--- src/rtl/ysyx_22050019_csr_pkg.sv ---
// Shared constants for the machine-mode CSR / trap unit: CSR addresses,
// operation encoding, cause codes and bit positions inside mstatus/mie/mip.
package ysyx_22050019_csr_pkg;

  localparam logic [11:0] CSR_MSTATUS  = 12'h300;
  localparam logic [11:0] CSR_MIE      = 12'h304;
  localparam logic [11:0] CSR_MTVEC    = 12'h305;
  localparam logic [11:0] CSR_MEPC     = 12'h341;
  localparam logic [11:0] CSR_MCAUSE   = 12'h342;
  localparam logic [11:0] CSR_MIP      = 12'h344;
  localparam logic [11:0] CSR_MCYCLE   = 12'hB00;
  localparam logic [11:0] CSR_MINSTRET = 12'hB02;

  // Encodings 6 and 7 are not named and behave like OP_NONE.
  typedef enum logic [2:0] {
    OP_NONE  = 3'd0,
    OP_RW    = 3'd1,
    OP_RS    = 3'd2,
    OP_RC    = 3'd3,
    OP_ECALL = 3'd4,
    OP_MRET  = 3'd5
  } csr_op_e;

  localparam int CAUSE_ECALL_M    = 11;
  localparam int CAUSE_MTIMER_IRQ = 7;

  localparam int MSTATUS_MIE_BIT  = 3;
  localparam int MSTATUS_MPIE_BIT = 7;
  localparam int MSTATUS_MPP_LO   = 11;
  localparam int MSTATUS_MPP_HI   = 12;
  localparam int MIE_MTIE_BIT     = 7;
  localparam int MIP_MTIP_BIT     = 7;

  localparam logic [1:0] MTVEC_MODE_DIRECT   = 2'd0;
  localparam logic [1:0] MTVEC_MODE_VECTORED = 2'd1;

  // Vectored mode: timer interrupt (cause 7) lands at base + 4*7.
  localparam int VEC_IRQ_OFFSET = 4 * CAUSE_MTIMER_IRQ;

  function automatic logic is_csr_access(input logic [2:0] op);
    return (op == OP_RW) || (op == OP_RS) || (op == OP_RC);
  endfunction

endpackage

--- src/rtl/ysyx_22050019_csr_counter.sv ---
// Free-running XLEN-bit counter with an increment enable and a write port;
// a write in the same cycle takes precedence over the increment.
module ysyx_22050019_csr_counter #(
  parameter int XLEN = 64
) (
  input  logic            clk,
  input  logic            rst_n,
  input  logic            inc_i,
  input  logic            we_i,
  input  logic [XLEN-1:0] wdata_i,
  output logic [XLEN-1:0] count_o
);

  logic [XLEN-1:0] count_q, count_d;

  // Next count: explicit write wins, otherwise optional +1 (wraps naturally)
  always_comb begin
    count_d = count_q;
    if (we_i) begin
      count_d = wdata_i;
    end else if (inc_i) begin
      count_d = count_q + XLEN'(1);
    end
  end

  // Counter register, cleared asynchronously
  always_ff @(posedge clk or negedge rst_n) begin
    if (!rst_n) begin
      count_q <= '0;
    end else begin
      count_q <= count_d;
    end
  end

  assign count_o = count_q;

endmodule

--- src/rtl/ysyx_22050019_csr_trap.sv ---
// Machine-mode CSR file with ECALL/MRET handling and the machine-timer
// interrupt. Only architecturally needed bits of mstatus/mie are stored.
module ysyx_22050019_csr_trap
  import ysyx_22050019_csr_pkg::*;
#(
  parameter int              XLEN      = 64,
  parameter logic [XLEN-1:0] MTVEC_RST = '0
) (
  input  logic              clk,
  input  logic              rst_n,
  input  logic              valid_i,
  input  logic [XLEN-1:0]   pc_i,
  input  logic [2:0]        op_i,
  input  logic              use_imm_i,
  input  logic [11:0]       csr_addr_i,
  input  logic [XLEN-1:0]   rs1_data_i,
  input  logic [4:0]        zimm_i,
  input  logic              timer_irq_i,
  output logic [XLEN-1:0]   rdata_o,
  output logic              redirect_o,
  output logic [XLEN-1:0]   redirect_pc_o,
  output logic              illegal_o,
  output logic [4*XLEN-1:0] diff_o
);

  logic            mstatus_mie_q, mstatus_mie_d;
  logic            mstatus_mpie_q, mstatus_mpie_d;
  logic            mtie_q, mtie_d;
  logic [XLEN-1:0] mtvec_q, mtvec_d;
  logic [XLEN-1:0] mepc_q, mepc_d;
  logic [XLEN-1:0] mcause_q, mcause_d;
  logic [XLEN-1:0] mcycle_val, minstret_val;

  logic [XLEN-1:0] operand, csr_rd, csr_wdata, trap_base, trap_pc;
  logic [XLEN-1:0] mstatus_rd, mie_rd, mip_rd;
  logic            csr_hit, irq_take, ecall_take, mret_take;
  logic            csr_access, csr_we, trap_redirect;
  logic            mcycle_we, minstret_we, minstret_inc;

  assign operand = use_imm_i ? XLEN'(zimm_i) : rs1_data_i;

  // Architectural views of the sparsely stored registers
  always_comb begin
    mstatus_rd = '0;
    mstatus_rd[MSTATUS_MIE_BIT]  = mstatus_mie_q;
    mstatus_rd[MSTATUS_MPIE_BIT] = mstatus_mpie_q;
    mstatus_rd[MSTATUS_MPP_HI:MSTATUS_MPP_LO] = 2'b11;
    mie_rd = '0;
    mie_rd[MIE_MTIE_BIT] = mtie_q;
    mip_rd = '0;
    mip_rd[MIP_MTIP_BIT] = timer_irq_i;
  end

  // CSR read mux; unimplemented addresses read as zero
  always_comb begin
    csr_rd  = '0;
    csr_hit = 1'b1;
    case (csr_addr_i)
      CSR_MSTATUS:  csr_rd = mstatus_rd;
      CSR_MIE:      csr_rd = mie_rd;
      CSR_MTVEC:    csr_rd = mtvec_q;
      CSR_MEPC:     csr_rd = mepc_q;
      CSR_MCAUSE:   csr_rd = mcause_q;
      CSR_MIP:      csr_rd = mip_rd;
      CSR_MCYCLE:   csr_rd = mcycle_val;
      CSR_MINSTRET: csr_rd = minstret_val;
      default:      csr_hit = 1'b0;
    endcase
  end

  // Priority: interrupt, then ECALL/MRET, then ordinary CSR access
  assign irq_take   = valid_i & mstatus_mie_q & mtie_q & timer_irq_i;
  assign ecall_take = valid_i & ~irq_take & (op_i == OP_ECALL);
  assign mret_take  = valid_i & ~irq_take & (op_i == OP_MRET);
  assign csr_access = valid_i & ~irq_take & is_csr_access(op_i);

  // Read-modify-write value for RW/RS/RC
  always_comb begin
    case (op_i)
      OP_RS:   csr_wdata = csr_rd | operand;
      OP_RC:   csr_wdata = csr_rd & ~operand;
      default: csr_wdata = operand;
    endcase
  end

  // Set/clear with a zero operand is a pure read and must not write
  assign csr_we = csr_access & csr_hit & ((op_i == OP_RW) | (operand != '0));

  assign trap_base = mtvec_q & ~XLEN'(3);

  // Next-state for trap CSRs plus the redirect request
  always_comb begin
    mstatus_mie_d  = mstatus_mie_q;
    mstatus_mpie_d = mstatus_mpie_q;
    mtie_d         = mtie_q;
    mtvec_d        = mtvec_q;
    mepc_d         = mepc_q;
    mcause_d       = mcause_q;
    trap_redirect  = 1'b0;
    trap_pc        = '0;
    if (irq_take) begin
      mepc_d             = pc_i & ~XLEN'(3);
      mcause_d           = XLEN'(CAUSE_MTIMER_IRQ);
      mcause_d[XLEN-1]   = 1'b1;
      mstatus_mpie_d     = mstatus_mie_q;
      mstatus_mie_d      = 1'b0;
      trap_redirect      = 1'b1;
      trap_pc            = (mtvec_q[1:0] == MTVEC_MODE_VECTORED) ?
                           trap_base + XLEN'(VEC_IRQ_OFFSET) : trap_base;
    end else if (ecall_take) begin
      mepc_d         = pc_i & ~XLEN'(3);
      mcause_d       = XLEN'(CAUSE_ECALL_M);
      mstatus_mpie_d = mstatus_mie_q;
      mstatus_mie_d  = 1'b0;
      trap_redirect  = 1'b1;
      trap_pc        = trap_base;
    end else if (mret_take) begin
      mstatus_mie_d  = mstatus_mpie_q;
      mstatus_mpie_d = 1'b1;
      trap_redirect  = 1'b1;
      trap_pc        = mepc_q;
    end else if (csr_we) begin
      case (csr_addr_i)
        CSR_MSTATUS: begin
          mstatus_mie_d  = csr_wdata[MSTATUS_MIE_BIT];
          mstatus_mpie_d = csr_wdata[MSTATUS_MPIE_BIT];
        end
        CSR_MIE:    mtie_d = csr_wdata[MIE_MTIE_BIT];
        CSR_MTVEC:  mtvec_d = (csr_wdata & ~XLEN'(3)) |
                              XLEN'((csr_wdata[1:0] == MTVEC_MODE_VECTORED) ?
                                    MTVEC_MODE_VECTORED : MTVEC_MODE_DIRECT);
        CSR_MEPC:   mepc_d = csr_wdata & ~XLEN'(3);
        CSR_MCAUSE: mcause_d = csr_wdata;
        default: ;
      endcase
    end
  end

  // Trap CSR registers
  always_ff @(posedge clk or negedge rst_n) begin
    if (!rst_n) begin
      mstatus_mie_q  <= 1'b0;
      mstatus_mpie_q <= 1'b0;
      mtie_q         <= 1'b0;
      mtvec_q        <= MTVEC_RST;
      mepc_q         <= '0;
      mcause_q       <= '0;
    end else begin
      mstatus_mie_q  <= mstatus_mie_d;
      mstatus_mpie_q <= mstatus_mpie_d;
      mtie_q         <= mtie_d;
      mtvec_q        <= mtvec_d;
      mepc_q         <= mepc_d;
      mcause_q       <= mcause_d;
    end
  end

  assign mcycle_we    = csr_we & (csr_addr_i == CSR_MCYCLE);
  assign minstret_we  = csr_we & (csr_addr_i == CSR_MINSTRET);
  assign minstret_inc = valid_i & ~irq_take;

  ysyx_22050019_csr_counter #(.XLEN(XLEN)) u_mcycle (
    .clk     (clk),
    .rst_n   (rst_n),
    .inc_i   (1'b1),
    .we_i    (mcycle_we),
    .wdata_i (csr_wdata),
    .count_o (mcycle_val)
  );

  ysyx_22050019_csr_counter #(.XLEN(XLEN)) u_minstret (
    .clk     (clk),
    .rst_n   (rst_n),
    .inc_i   (minstret_inc),
    .we_i    (minstret_we),
    .wdata_i (csr_wdata),
    .count_o (minstret_val)
  );

  // Control outputs stay quiet while reset is asserted
  assign rdata_o       = csr_rd;
  assign redirect_o    = rst_n & trap_redirect;
  assign redirect_pc_o = (rst_n & trap_redirect) ? trap_pc : '0;
  assign illegal_o     = rst_n & csr_access & ~csr_hit;
  assign diff_o        = {mcause_q, mstatus_rd, mepc_q, mtvec_q};

endmodule

--- config.mk ---
export PLATFORM = sky130hd
export DESIGN_NAME = ysyx_22050019_csr_trap
export DESIGN_NICKNAME = d
export VERILOG_FILES = /design/src/rtl/ysyx_22050019_csr_pkg.sv /design/src/rtl/ysyx_22050019_csr_counter.sv /design/src/rtl/ysyx_22050019_csr_trap.sv
export SDC_FILE = /design/constraint.sdc
export NUM_CORES = 1
export LEC_CHECK = 0
export BUFFER_PORTS_ARGS = -buffer_cell sky130_fd_sc_hd__buf_2
export CAP_MARGIN = 20
export CORE_UTILIZATION = 49
export CTS_CLUSTER_DIAMETER = 80
export CTS_CLUSTER_SIZE = 16
export DETAILED_ROUTE_END_ITERATION = 10
export PLACE_DENSITY = 0.77
export SETUP_SLACK_MARGIN = 0.3
export SLEW_MARGIN = 15
export SYNTH_ARGS = -nofsm -noshare
export SYNTH_HDL_FRONTEND = slang
export SYNTH_SLANG_ARGS = --single-unit
--- constraint.sdc ---
create_clock -name clk -period 2.5 [get_ports clk]
set_input_delay 0.125 -clock clk [delete_from_list [all_inputs] [get_ports clk]]
set_output_delay 0.125 -clock clk [all_outputs]
set_load 0.01 [all_outputs]
; Word level (Yosys, flattened, before mapping)
; Index checks and enable logic that the tools add are counted.
[totals]
out_inout_bits = 386
mem_bits_rw = 0
wordCells = 101
regBits = 323
latch_bits = 0
memories = 0
rom_bits = 0
[classes]
shift = 0
bitwise_logic = 23
reduce_logical = 15
mux = 36
addsub = 3
eq_ne = 16
n_mul = 0
magnitude_cmp = 0
n_div = 0
[ops]
columns = cell, count
row1 = 64-bit 2-to-1 mux, 19
row2 = 64-bit one-hot mux with 8 select lines, 1
row3 = 64-bit by 1-bit adder with 64-bit output (second input constant), 2
row4 = 64-bit one-hot mux with 2 select lines, 1
row5 = 12-bit by 10-bit == test with 1-bit output (second input constant), 6
row6 = 64-bit by 5-bit adder with 64-bit output (second input constant), 1
row7 = 64-bit AND, 1
row8 = 64-bit inverter, 1
row9 = 64-bit by 1-bit bitwise OR with 64-bit output, 1
row10 = 64-bit bitwise OR, 1
row11 = 64-bit nonzero test, 1
row12 = 12-bit == test (second input constant), 2
row13 = 1-bit 2-to-1 mux, 15
row14 = 1-bit AND, 14
row15 = 5-bit AND reduction, 2
row16 = 3-bit nonzero test, 3
row17 = 4-bit nonzero test, 2
row18 = 8-bit OR reduction, 1
row19 = 3-bit by 2-bit == test with 1-bit output (second input constant), 2
row20 = 3-bit == test (second input constant), 2
row21 = 3-bit AND reduction, 2
row22 = 2-bit by 1-bit == test with 1-bit output (second input constant), 2
row23 = 1-bit inverter, 4
row24 = 3-bit by 1-bit == test with 1-bit output (second input constant), 1
row25 = other kinds (5), 6

; Logic depth before layout (Yosys ltp)
; Gate-level depths: netlist of the first run.
[depth]
depth_word = 12
ltp_mapped = 11
mapped_depth_nobuf = 9

; Cells and area by module
; A second synthesis of the first run with hierarchy kept.
[hier_totals]
hier_cells = 2525
hier_area_um2 = 21677.0
[modules_own_cells]
columns = module, cells_each, n_inst, seq_area_each_um2, area_per_inst_um2
row1 = ysyx_22050019_csr_trap, 1681, 1, 4804.6, 14179.8
row2 = ysyx_22050019_csr_counter, 422, 2, 1601.5, 3748.6

; Least setup slack after synthesis of the first run
; OpenSTA, ideal clock, no wires.
[synth_path]
path_kind = register to output
start = register mtvec_q[33]
end = output redirect_pc_o[63]
path_stages_with_launch = 10
setup_slack_ns = -0.018
arrival_time_ns = 2.393
cell_sequence = dfrtp_1 buf_2 nand3_2 or3_1 buf_2 nor3_4 and3_1 nand3_2 or3_1 a31oi_1
[synth_between]
elab_chain_cells = 4
[synth_lines]
columns = element, line_no
row1 = "start, declared", ysyx_22050019_csr_trap.sv:29  ; logic [XLEN-1:0] mtvec_q, mtvec_d;
row2 = "start signal, assigned", ysyx_22050019_csr_trap.sv:152  ; mtvec_q <= mtvec_d;
row3 = 64-bit by 5-bit adder with 64-bit output, ysyx_22050019_csr_trap.sv:109  ; trap_base + XLEN'(VEC_IRQ_OFFSET) : trap_base;
row4 = 64-bit 2-to-1 mux, ysyx_22050019_csr_trap.sv:108  ; trap_pc = (mtvec_q[1:0] == MTVEC_MODE_VECTORED) ?
row5 = 64-bit 2-to-1 mux, ysyx_22050019_csr_trap.sv:101  ; if (irq_take) begin
row6 = 64-bit 2-to-1 mux, ysyx_22050019_csr_trap.sv:183  ; assign redirect_pc_o = (rst_n & trap_redirect) ? trap_pc : '0;
row7 = "end, declared", ysyx_22050019_csr_trap.sv:21  ; output logic [XLEN-1:0] redirect_pc_o,
; No other way between the ends.

; Final worst setup path of the first run
[layout_path]
start = register mtvec_q[9]
end = output redirect_pc_o[63]
; The elaborated chain is that of the path after synthesis.

==> metrics.md, run 1 <==
| Metric | Value |
|---|---|
| Status | `finished with violations` |
| Failing checks | `DRC, setup timing` |
| CP Class | `reg2out` |
| EDFF count, synth | `0` |
| Synthesized instance count | `2,581` |
| Avg WL per Cell | `27.27 µm` |
| Area growth syn-to-layout | `50.57%` |
| Top cells by count, synth | `dfrtp_1 (320), nand2_1 (286), nor2_1 (279), a21oi_1 (163), o21ai_0 (125)` |
| Initial core utilization | `49.64%` |
| Antenna cells | `0` |
| First-pass GRT wire length | `154.8 mm` |
| DP Area | `26,820 µm²` |
| Unrepaired setup endpoints after global routing | `yes` |
| Iteration-0 DRC Markers | `4,320` |
| TritonCTS Buffers | `27` |
| # fillers | `3,061` |
| Multi-input gate area | `13,990 µm²` |
| Vias in the first global route | `25,250` |
| DRT Pass-1 Iters | `11` |
| Min-Delay Endpoint | `u_minstret.count_o[42]$_DFFE_PN0P_` |
| Tcrit/Tclk final | `126.4%` |
| Site Rows | `76` |
| Via count | `27,020` |
| Crit path DAT | `3.04 ns` |
| Synth unique cells | `80` |
| Most common cell in the netlist | `dfrtp_1` |
| Clock tree buffer depth | `3` |
| Reg area | `8024 µm²` |
| Mean Syn Cell Area | `8.266 µm²` |
| Top cells by area, synth | `dfrtp_1 (38%), nand2_1 (5.0%), nor2_1 (4.9%)` |
| Worst skew pair latency | `0.60 ns` |
| CP Max Fanout | `4` |
| Worst setup EP type | `output port` |
| Mapped cell area | `21,330 µm²` |
| Slew Limit Fails | `0` |
| CTS tree | `built` |
| Num ports | `539` |
| GR Overflow Total | `0` |
| Largest net degree at the start of global routing | `172` |
| Initial antenna violation count | `2` |
| CP startpoint kind | `flop` |
| Pre-CTS setup slack | `-0.1560 ns` |
| Hold depth | `5` |
| Hold/Removal Path Class | `in2reg` |
| LEAKAGE | `15.08 nW` |
| CP Data Required Time | `2.38 ns` |
| # H-tree levels | `1` |
| Die Area | `44,380 µm²` |
| Non-Filler Instances | `4,047` |
| Synth area leader | `dfrtp_1` |
| DRC viols | `1` |
| Worst Skew | `0.02505 ns` |
| Setup TNS | `-23.62 ns` |
| Fin area | `32,120 µm²` |
| CTS root buffer | `clkbuf_16` |
| Yosys warnings | `0` |
| Die Span Y | `210.7 µm` |
| Reg2Reg Launch Point | `u_mcycle.count_o[4]$_DFF_PN0_` |
| Placed Instances | `3,799` |
| Setup slack, reg-to-reg | `-0.03 ns` |
| Post-detailed-placement half-perimeter wirelength | `71.05 mm` |
| Fin nets | `3,607` |
| Setup slack after layout | `-0.6607 ns` |
| Clock-pin slew on the worst setup and hold paths | `0.08 ns` |
| Synth Register Bits | `320` |
| Clk sink count | `320` |
| Drt total wl | `110.4 mm` |
| Reg2reg path depth | `8` |
| Share of layout cells above drive strength 1 | `40.06%` |
| Final setup fails | `61` |
| PD cells | `428.5 nW/µm²` |
| VDD IR max | `0.0004509 V` |
| Die W | `210.7 µm` |
| Post-synth ARST share | `100.0%` |
| Final hold violation count | `0` |
| Reg2reg end | `u_mcycle.count_o[24]$_DFF_PN0_` |
| Placeable Area | `42,980 µm²` |
| Final min period | `3.161 ns` |
| ANT nets after route | `0` |
| Vias/cell | `6.675` |
| MaxCap Viol Count | `0` |
| # port buffers | `469` |
| Worst-margin pin slew | `1.015 ns` |
| Top FF cell, synth | `dfrtp_1` |
| Hold path start | `rs1_data_i[42]` |
| Fmax | `0.3164 GHz` |
| Post-synth top area share | `37.53%` |
| Slew margin rel. | `32.33%` |
| GRT Total Usage | `46.21%` |
| Seq/Total Area, Yosys | `37.53%` |
| Placer congestion estimate | `0.9979` |
what timing repair did:
action | in CTS | in global routing
pin swaps | 101 | 83
cloned | 22 | 5
hold buffers | 64 | 0
setup endpoints to repair | 235 | 351
setup buffers | 78 | 39
resized for setup | 283 | 228
hold endpoints to repair | 182 | 0
metal layers:
| layer | vias up | track usage [%] | wire length [µm] |
|---|---|---|---|
| li1 | 11050 | - | - |
| met1 | 12820 | 56.79 | 38070 |
| met2 | 2491 | 71.55 | 48780 |
| met3 | 651 | 11.70 | 14650 |
| met4 | 4 | 31.51 | 8844 |
| met5 | - | 0 | 23 |
kinds of logic (layout without fill, tap and decap cells):
group                    count (synthesis)  count (layout)  share of synthesized area (%)
multiplexers                            81              81                          4.176
AND/OR/NAND/NOR                       1000            1001                          22.83
buffers and inverters                  304            1119                          7.044
XOR/XNOR                               120             120                          4.926
adder cells (fa/ha/maj)                  4               4                         0.2229
other                                    2              67                        0.03520
AO/OA/AOI/OAI                          750             750                          23.23
flip-flops                             320             320                          37.53
worst max-delay path, stage by stage (launching register included):
cell     delay, ns
dfrtp_1       0.44
inv_1         0.12
or3_4         0.42
nor4_2        0.15
buf_4         0.22
buf_6         0.11
and3_4        0.20
nand3_4       0.10
or3_1         0.34
a31oi_2       0.17
buf_2         0.16
power breakdown:
part	internal (W)	total, W	switching [W]	leakage (nW)
logic	0.00131	0.00299	0.00168	10.4
registers	0.00558	0.00617	0.000589	4.25
clock network	0.00239	0.00461	0.00222	0.425
total	0.00927	0.0138	0.00449	15.1
sequential cells by signal (all words and copies together) (netlist names):
signal              flops
mstatus_mie_q           1
mtvec_q                63
mtie_q                  1
mepc_q                 62
mstatus_mpie_q          1
mcause_q               64
u_minstret.count_o     64
u_mcycle.count_o       64
worst max path at each step:
| stage | startpoint | end | slack (ns) | cells after the start |
|---|---|---|---|---|
| 2_1_floorplan | mtvec_q[0]$_DFFE_PN0P_ | redirect_pc_o[63] | 0.07 | 10 |
| 3_3_place_gp | mtvec_q[2]$_DFFE_PN0P_ | redirect_pc_o[60] | -0.16 | 10 |
| 3_5_place_dp | csr_addr_i[0] | mepc_q[2]$_DFFE_PN0P_ | -0.16 | 8 |
| 4_1_cts | mtvec_q[3]$_DFFE_PN0P_ | redirect_pc_o[60] | -0.54 | 10 |
| 5_1_grt | mtvec_q[9]$_DFFE_PN0P_ | redirect_pc_o[63] | -0.71 | 10 |
| 6_report | mtvec_q[9]$_DFFE_PN0P_ | redirect_pc_o[63] | -0.66 | 10 |
stage by stage:
stage | total power [W] | util (%) | hold slack [ns]
global route | 0.01411 | 74.74 | 0.1158
finish | 0.01377 | 74.74 | 0.07962
floorplan | 0.007304 | - | -0.1706
detailed placement | 0.008648 | 62.41 | -0.01429
global placement | 0.008596 | 62.41 | -0.01409
CTS | 0.01340 | 71.38 | 0.06038
cell usage in the layout (no fill, tap or decap), types with 30 or more instances in the layout:
cell and count:
buf_2 461, buf_4 352, dfrtp_1 307, nand2_1 268
nor2_1 248, a21oi_1 119, o21ai_0 105, buf_6 76
a22oi_1 69, nand3_1 69, xnor2_1 67, conb_1 67
o21ai_1 66, dlygate4sd3_1 64, nand2b_1 58, a31oi_1 58
o2bb2ai_1 56, a221o_1 55, xor2_1 53, o31ai_1 52
buf_12 51, nand4_1 50, a21oi_2 42, inv_1 38
mux2_4 34, clkbuf_16 32, mux2_2 30
cell type report:
class	instances	area share [%]
clock buffers	33	2.267
inverters	41	0.4791
clock inverters	7	0.4440
repair buffers	1038	26.00
multi-input cells	2023	43.55
well taps	585	2.279
flip-flops and latches	320	24.98
Power figures use the tool's default switching activity.
==> run 2, diff against run 1 <==
--- a/config.mk
+++ b/config.mk
@@ -12,6 +12,7 @@
 export CTS_CLUSTER_SIZE = 16
 export DETAILED_ROUTE_END_ITERATION = 10
 export PLACE_DENSITY = 0.77
+export RECOVER_POWER = 25
 export SETUP_SLACK_MARGIN = 0.3
 export SLEW_MARGIN = 15
 export SYNTH_ARGS = -nofsm -noshare
==> constraint.sdc (replaced) <==
create_clock -name clk -period 2.5 [get_ports clk]
set_input_delay 0.5 -clock clk [delete_from_list [all_inputs] [get_ports clk]]
set_output_delay 0.5 -clock clk [all_outputs]
set_load 0.01 [all_outputs]
==> metrics.md, run 2 <==
| Metric | Value |
|---|---|
| Status | `did not finish` |
| CTS root buffer | `clkbuf_16` |
| Placer congestion estimate | `1.020` |
| Die W | `210.7 µm` |
| Initial antenna violation count | `18` |
| TritonCTS Buffers | `26` |
| Top FF cell, synth | `dfrtp_1` |
| Synth Register Bits | `320` |
| Post-synth ARST share | `100.0%` |
| Die Span Y | `210.7 µm` |
| Synth area leader | `dfrtp_1` |
| Initial core utilization | `49.64%` |
| # H-tree levels | `1` |
| Pre-CTS setup slack | `-0.5110 ns` |
| Yosys warnings | `0` |
| Clock tree buffer depth | `3` |
| Post-synth top area share | `37.53%` |
| Largest net degree at the start of global routing | `163` |
| Mapped cell area | `21,330 µm²` |
| GRT Total Usage | `79.58%` |
| # port buffers | `469` |
| GRT worst endpoint | `redirect_pc_o[55]` |
| Synth unique cells | `80` |
| Tool error message | `[ERROR GRT-0232] Routing congestion too high. Check the congestion heatmap in the GUI.` |
| Post-detailed-placement half-perimeter wirelength | `73.85 mm` |
| Most common cell in the netlist | `dfrtp_1` |
| Worst endpoint pin kind | `top-level output` |
| EDFF count, synth | `0` |
| Placed Instances | `3,964` |
| Failed at | `global routing` |
| Synthesized instance count | `2,581` |
| Num ports | `539` |
| Seq/Total Area, Yosys | `37.53%` |
| GR Overflow Total | `50` |
| Mean Syn Cell Area | `8.266 µm²` |
| Site Rows | `76` |
| Top cells by count, synth | `dfrtp_1 (320), nand2_1 (286), nor2_1 (279), a21oi_1 (163), o21ai_0 (125)` |
| Clk sink count | `320` |
| Top cells by area, synth | `dfrtp_1 (38%), nand2_1 (5.0%), nor2_1 (4.9%)` |
run 2: cells by family after synthesis:
logic type,Yosys count,synth area share (%)
AOI/OAI and AO/OA,750,23.23
xor gates and xnor gates,120,4.926
adders and majority gates,4,0.2229
buffers and inverters,304,7.044
DFF,320,37.53
muxes,81,4.176
other,2,0.03520
and+or+nand+nor,1000,22.83
run 2: repair_timing:
item,in CTS
pin swaps,125
endpoints found under the hold margin,55
resized for setup,401
gates cloned,28
setup buffers,117
hold buffers,1
endpoints found under the setup margin,402
run 2: routing by layer:
layer / GRT usage, % / overflow
met1: 80.66 / 2
met4: 73.86 / 22
met2: 92.56 / 24
met5: 43.60 / 0
met3: 69.18 / 2
run 2: stage by stage:
step / hold slack, ns / cell area, µm² / TNS (ns)
3_3_place_gp: 0.4907 / 29680 / -101.01
2_1_floorplan: 0.2044 / 23520 / -1.852
4_1_cts: 0.09497 / 34040 / -62.83
3_5_place_dp: 0.4956 / 29680 / -121.42
==> run 3, diff against run 2 <==
--- a/config.mk
+++ b/config.mk
@@ -7,13 +7,10 @@
 export LEC_CHECK = 0
 export BUFFER_PORTS_ARGS = -buffer_cell sky130_fd_sc_hd__buf_2
 export CAP_MARGIN = 20
-export CORE_UTILIZATION = 49
-export CTS_CLUSTER_DIAMETER = 80
-export CTS_CLUSTER_SIZE = 16
+export CORE_UTILIZATION = 40
 export DETAILED_ROUTE_END_ITERATION = 10
-export PLACE_DENSITY = 0.77
+export PLACE_DENSITY_LB_ADDON = 0.15
 export RECOVER_POWER = 25
-export SETUP_SLACK_MARGIN = 0.3
 export SLEW_MARGIN = 15
 export SYNTH_ARGS = -nofsm -noshare
 export SYNTH_HDL_FRONTEND = slang
==> constraint.sdc (replaced) <==
create_clock -name clk -period 3.2 [get_ports clk]
set_input_delay 0.64 -clock clk [delete_from_list [all_inputs] [get_ports clk]]
set_output_delay 0.64 -clock clk [all_outputs]
set_load 0.01 [all_outputs]
==> metrics.md, run 3 (same netlist as run 1, synthesis figures left out) <==
| Metric | Value |
|---|---|
| CTS root buffer | `clkbuf_16` |
| ANT nets after route | `0` |
| Setup slack after layout | `-0.3913 ns` |
| Critical path depth | `9` |
| Clock tree buffer depth | `3` |
| Final hold violation count | `0` |
| Min-Delay Endpoint | `mepc_q[13]$_DFFE_PN0P_` |
| Iteration-0 DRC Markers | `2,402` |
| Met2 WL | `47.02 mm` |
| Initial core utilization | `40.52%` |
| Antenna cells | `0` |
| CP Class | `reg2out` |
| Tcrit/Tclk final | `112.2%` |
| Hold/Removal Path Class | `in2reg` |
| LEAKAGE | `13.38 nW` |
| Met1 wire length | `39.99 mm` |
| Via count | `23,960` |
| Reg2reg path depth | `8` |
| Comb power frac | `16.2%` |
| Switching Share | `29.89%` |
| Slew margin rel. | `-52.61%` |
| # fillers | `4,954` |
| Reg2Reg Launch Point | `u_mcycle.count_o[3]$_DFF_PN0_` |
| DRC viols | `0` |
| Worst hold slack | `0.3640 ns` |
| Int Power | `0.008169 W` |
| Die W | `232.9 µm` |
| Setup slack, reg-to-reg | `0.23 ns` |
| Crit path DAT | `2.95 ns` |
| MaxCap Viol Count | `2` |
| Fin area | `28,800 µm²` |
| Share of layout cells above drive strength 1 | `33.23%` |
| Placeable Area | `52,660 µm²` |
| DRT Pass-1 Iters | `6` |
| Placed Instances | `3,797` |
| Post-detailed-placement half-perimeter wirelength | `72.55 mm` |
| Final setup fails | `49` |
| Slew Limit Fails | `289` |
| Hold depth | `3` |
| Clock-pin slew on the worst setup and hold paths | `0.05 ns` |
| Fmax | `0.2785 GHz` |
| Reg2reg end | `u_mcycle.count_o[63]$_DFF_PN0_` |
| CTS tree | `built` |
| Worst path slowest cell | `or3_4` |
| Vias in the first global route | `22,740` |
| # port buffers | `469` |
| Final min period | `3.591 ns` |
| Placer congestion estimate | `1.012` |
| Setup TNS | `-10.84 ns` |
| Sequential share of power | `41.3%` |
| First-pass GRT wire length | `144.1 mm` |
| Worst-margin pin slew | `2.289 ns` |
| CP Data Required Time | `2.56 ns` |
| Sw Pwr | `0.003482 W` |
| Clock power frac | `42.4%` |
| Site Rows | `84` |
| Unrepaired setup endpoints after global routing | `yes` |
| Vias/cell | `6.132` |
| Area growth syn-to-layout | `34.98%` |
| Largest net degree at the start of global routing | `151` |
| Avg WL per Cell | `25.51 µm` |
| GR Overflow Total | `0` |
| Initial antenna violation count | `0` |
| WP buf/inv | `2` |
| Worst setup EP type | `output port` |
| Top Family by Delay on Critical Path | `simple AND/OR/NAND/NOR gates` |
| # H-tree levels | `2` |
| Hold path start | `pc_i[13]` |
| Fin nets | `3,346` |
| DP Area | `26,050 µm²` |
| Clk sink count | `320` |
| Die Span Y | `232.9 µm` |
| CP Max Fanout | `6` |
| VDD IR max | `0.0002967 V` |
| Top layer in use | `met4` |
| CP startpoint kind | `flop` |
| Status | `finished with violations` |
| Delay of the slowest critical-path stage | `0.44 ns` |
| Metal3 WL | `8.248 mm` |
| Most common cell after layout, fill and taps aside | `buf_2` |
| Failing checks | `capacitance limit, slew limit, setup timing` |
| Pwr Total | `0.01165 W` |
| Most frequent cells in the layout | `buf_2 (464), dfrtp_1 (319), nand2_1 (276), nor2_1 (266), buf_4 (215)` |
| Non-Filler Instances | `3,908` |
| Worst skew pair latency | `0.57 ns` |
| PD cells | `404.6 nW/µm²` |
| Worst Skew | `0.01626 ns` |
| TritonCTS Buffers | `40` |
| Die Area | `54,260 µm²` |
| Num ports | `539` |
| GRT Total Usage | `35.37%` |
| CP Cell Sequence | `nand3_2 -> or3_4 -> nor4_4 -> buf_6 -> and3_4 -> nand3_4 -> or3_1 -> a31oi_1 -> buf_2` |
| Drt total wl | `99.69 mm` |
[run 3: power groups by stage]
stage	combinational, W	clock (W)	sequential, W
after floorplan	0.000885	0	0.00482
after global placement	0.00180	0	0.00485
after detailed placement	0.00183	0	0.00487
after CTS	0.00185	0.00499	0.00480
after global routing	0.00204	0.00515	0.00485
final	0.00189	0.00494	0.00482
[run 3: worst max path at each step]
stage,start,to,slack [ns]
floorplan,timer_irq_i,redirect_pc_o[19],0.14
global placement,timer_irq_i,redirect_pc_o[19],-0.19
detailed placement,timer_irq_i,redirect_pc_o[19],-0.22
CTS,mtvec_q[11]$_DFFE_PN0P_,redirect_pc_o[63],-0.35
global route,mtvec_q[10]$_DFFE_PN0P_,redirect_pc_o[63],-0.49
finish,mtvec_q[11]$_DFFE_PN0P_,redirect_pc_o[63],-0.39
[run 3: worst register-to-register path, delay by kind of cell (launching register included)]
kind | cells | cell delay, ns
DFF | 1 | 0.48
AOI/OAI and AO/OA | 1 | 0.12
xor gates and xnor gates | 1 | 0.18
and+or+nand+nor | 5 | 1.87
buffers and inverters | 1 | 0.23
[run 3: area by class of cell]
cell class | instances | area [µm²] | area share [%]
flip-flops and latches | 320 | 8009 | 27.81
clock buffers | 55 | 1129 | 3.919
clock inverters | 17 | 267.8 | 0.9298
inverters | 41 | 153.9 | 0.5344
repair buffers | 765 | 5276 | 18.32
well taps | 688 | 860.8 | 2.989
multi-input cells | 2022 | 13100 | 45.49
[run 3: metal layers]
metal	vias up	GRT usage, %
met5	-	0
met4	0	15.50
met3	264	6.667
met2	1341	57.65
met1	11810	45.49
li1	10550	-
[run 3: metrics by stage]
| step | setup WS, ns | utilization, % |
|---|---|---|
| final | -0.3913 | 54.69 |
| after global routing | -0.4916 | 54.69 |
| after CTS | -0.3466 | 53.52 |
| after detailed placement | -0.2194 | 49.46 |
| after global placement | -0.1902 | 49.46 |
| after floorplan | 0.1362 | - |
[run 3: repair_timing]
action / CTS / global route
cloned: 0 / 1
endpoints found under the hold margin: 11 / 0
gates resized for setup: 138 / 99
pin swaps: 75 / 68
hold buffers: 1 / 0
setup endpoints to repair: 61 / 71
buffers inserted: 21 / 23
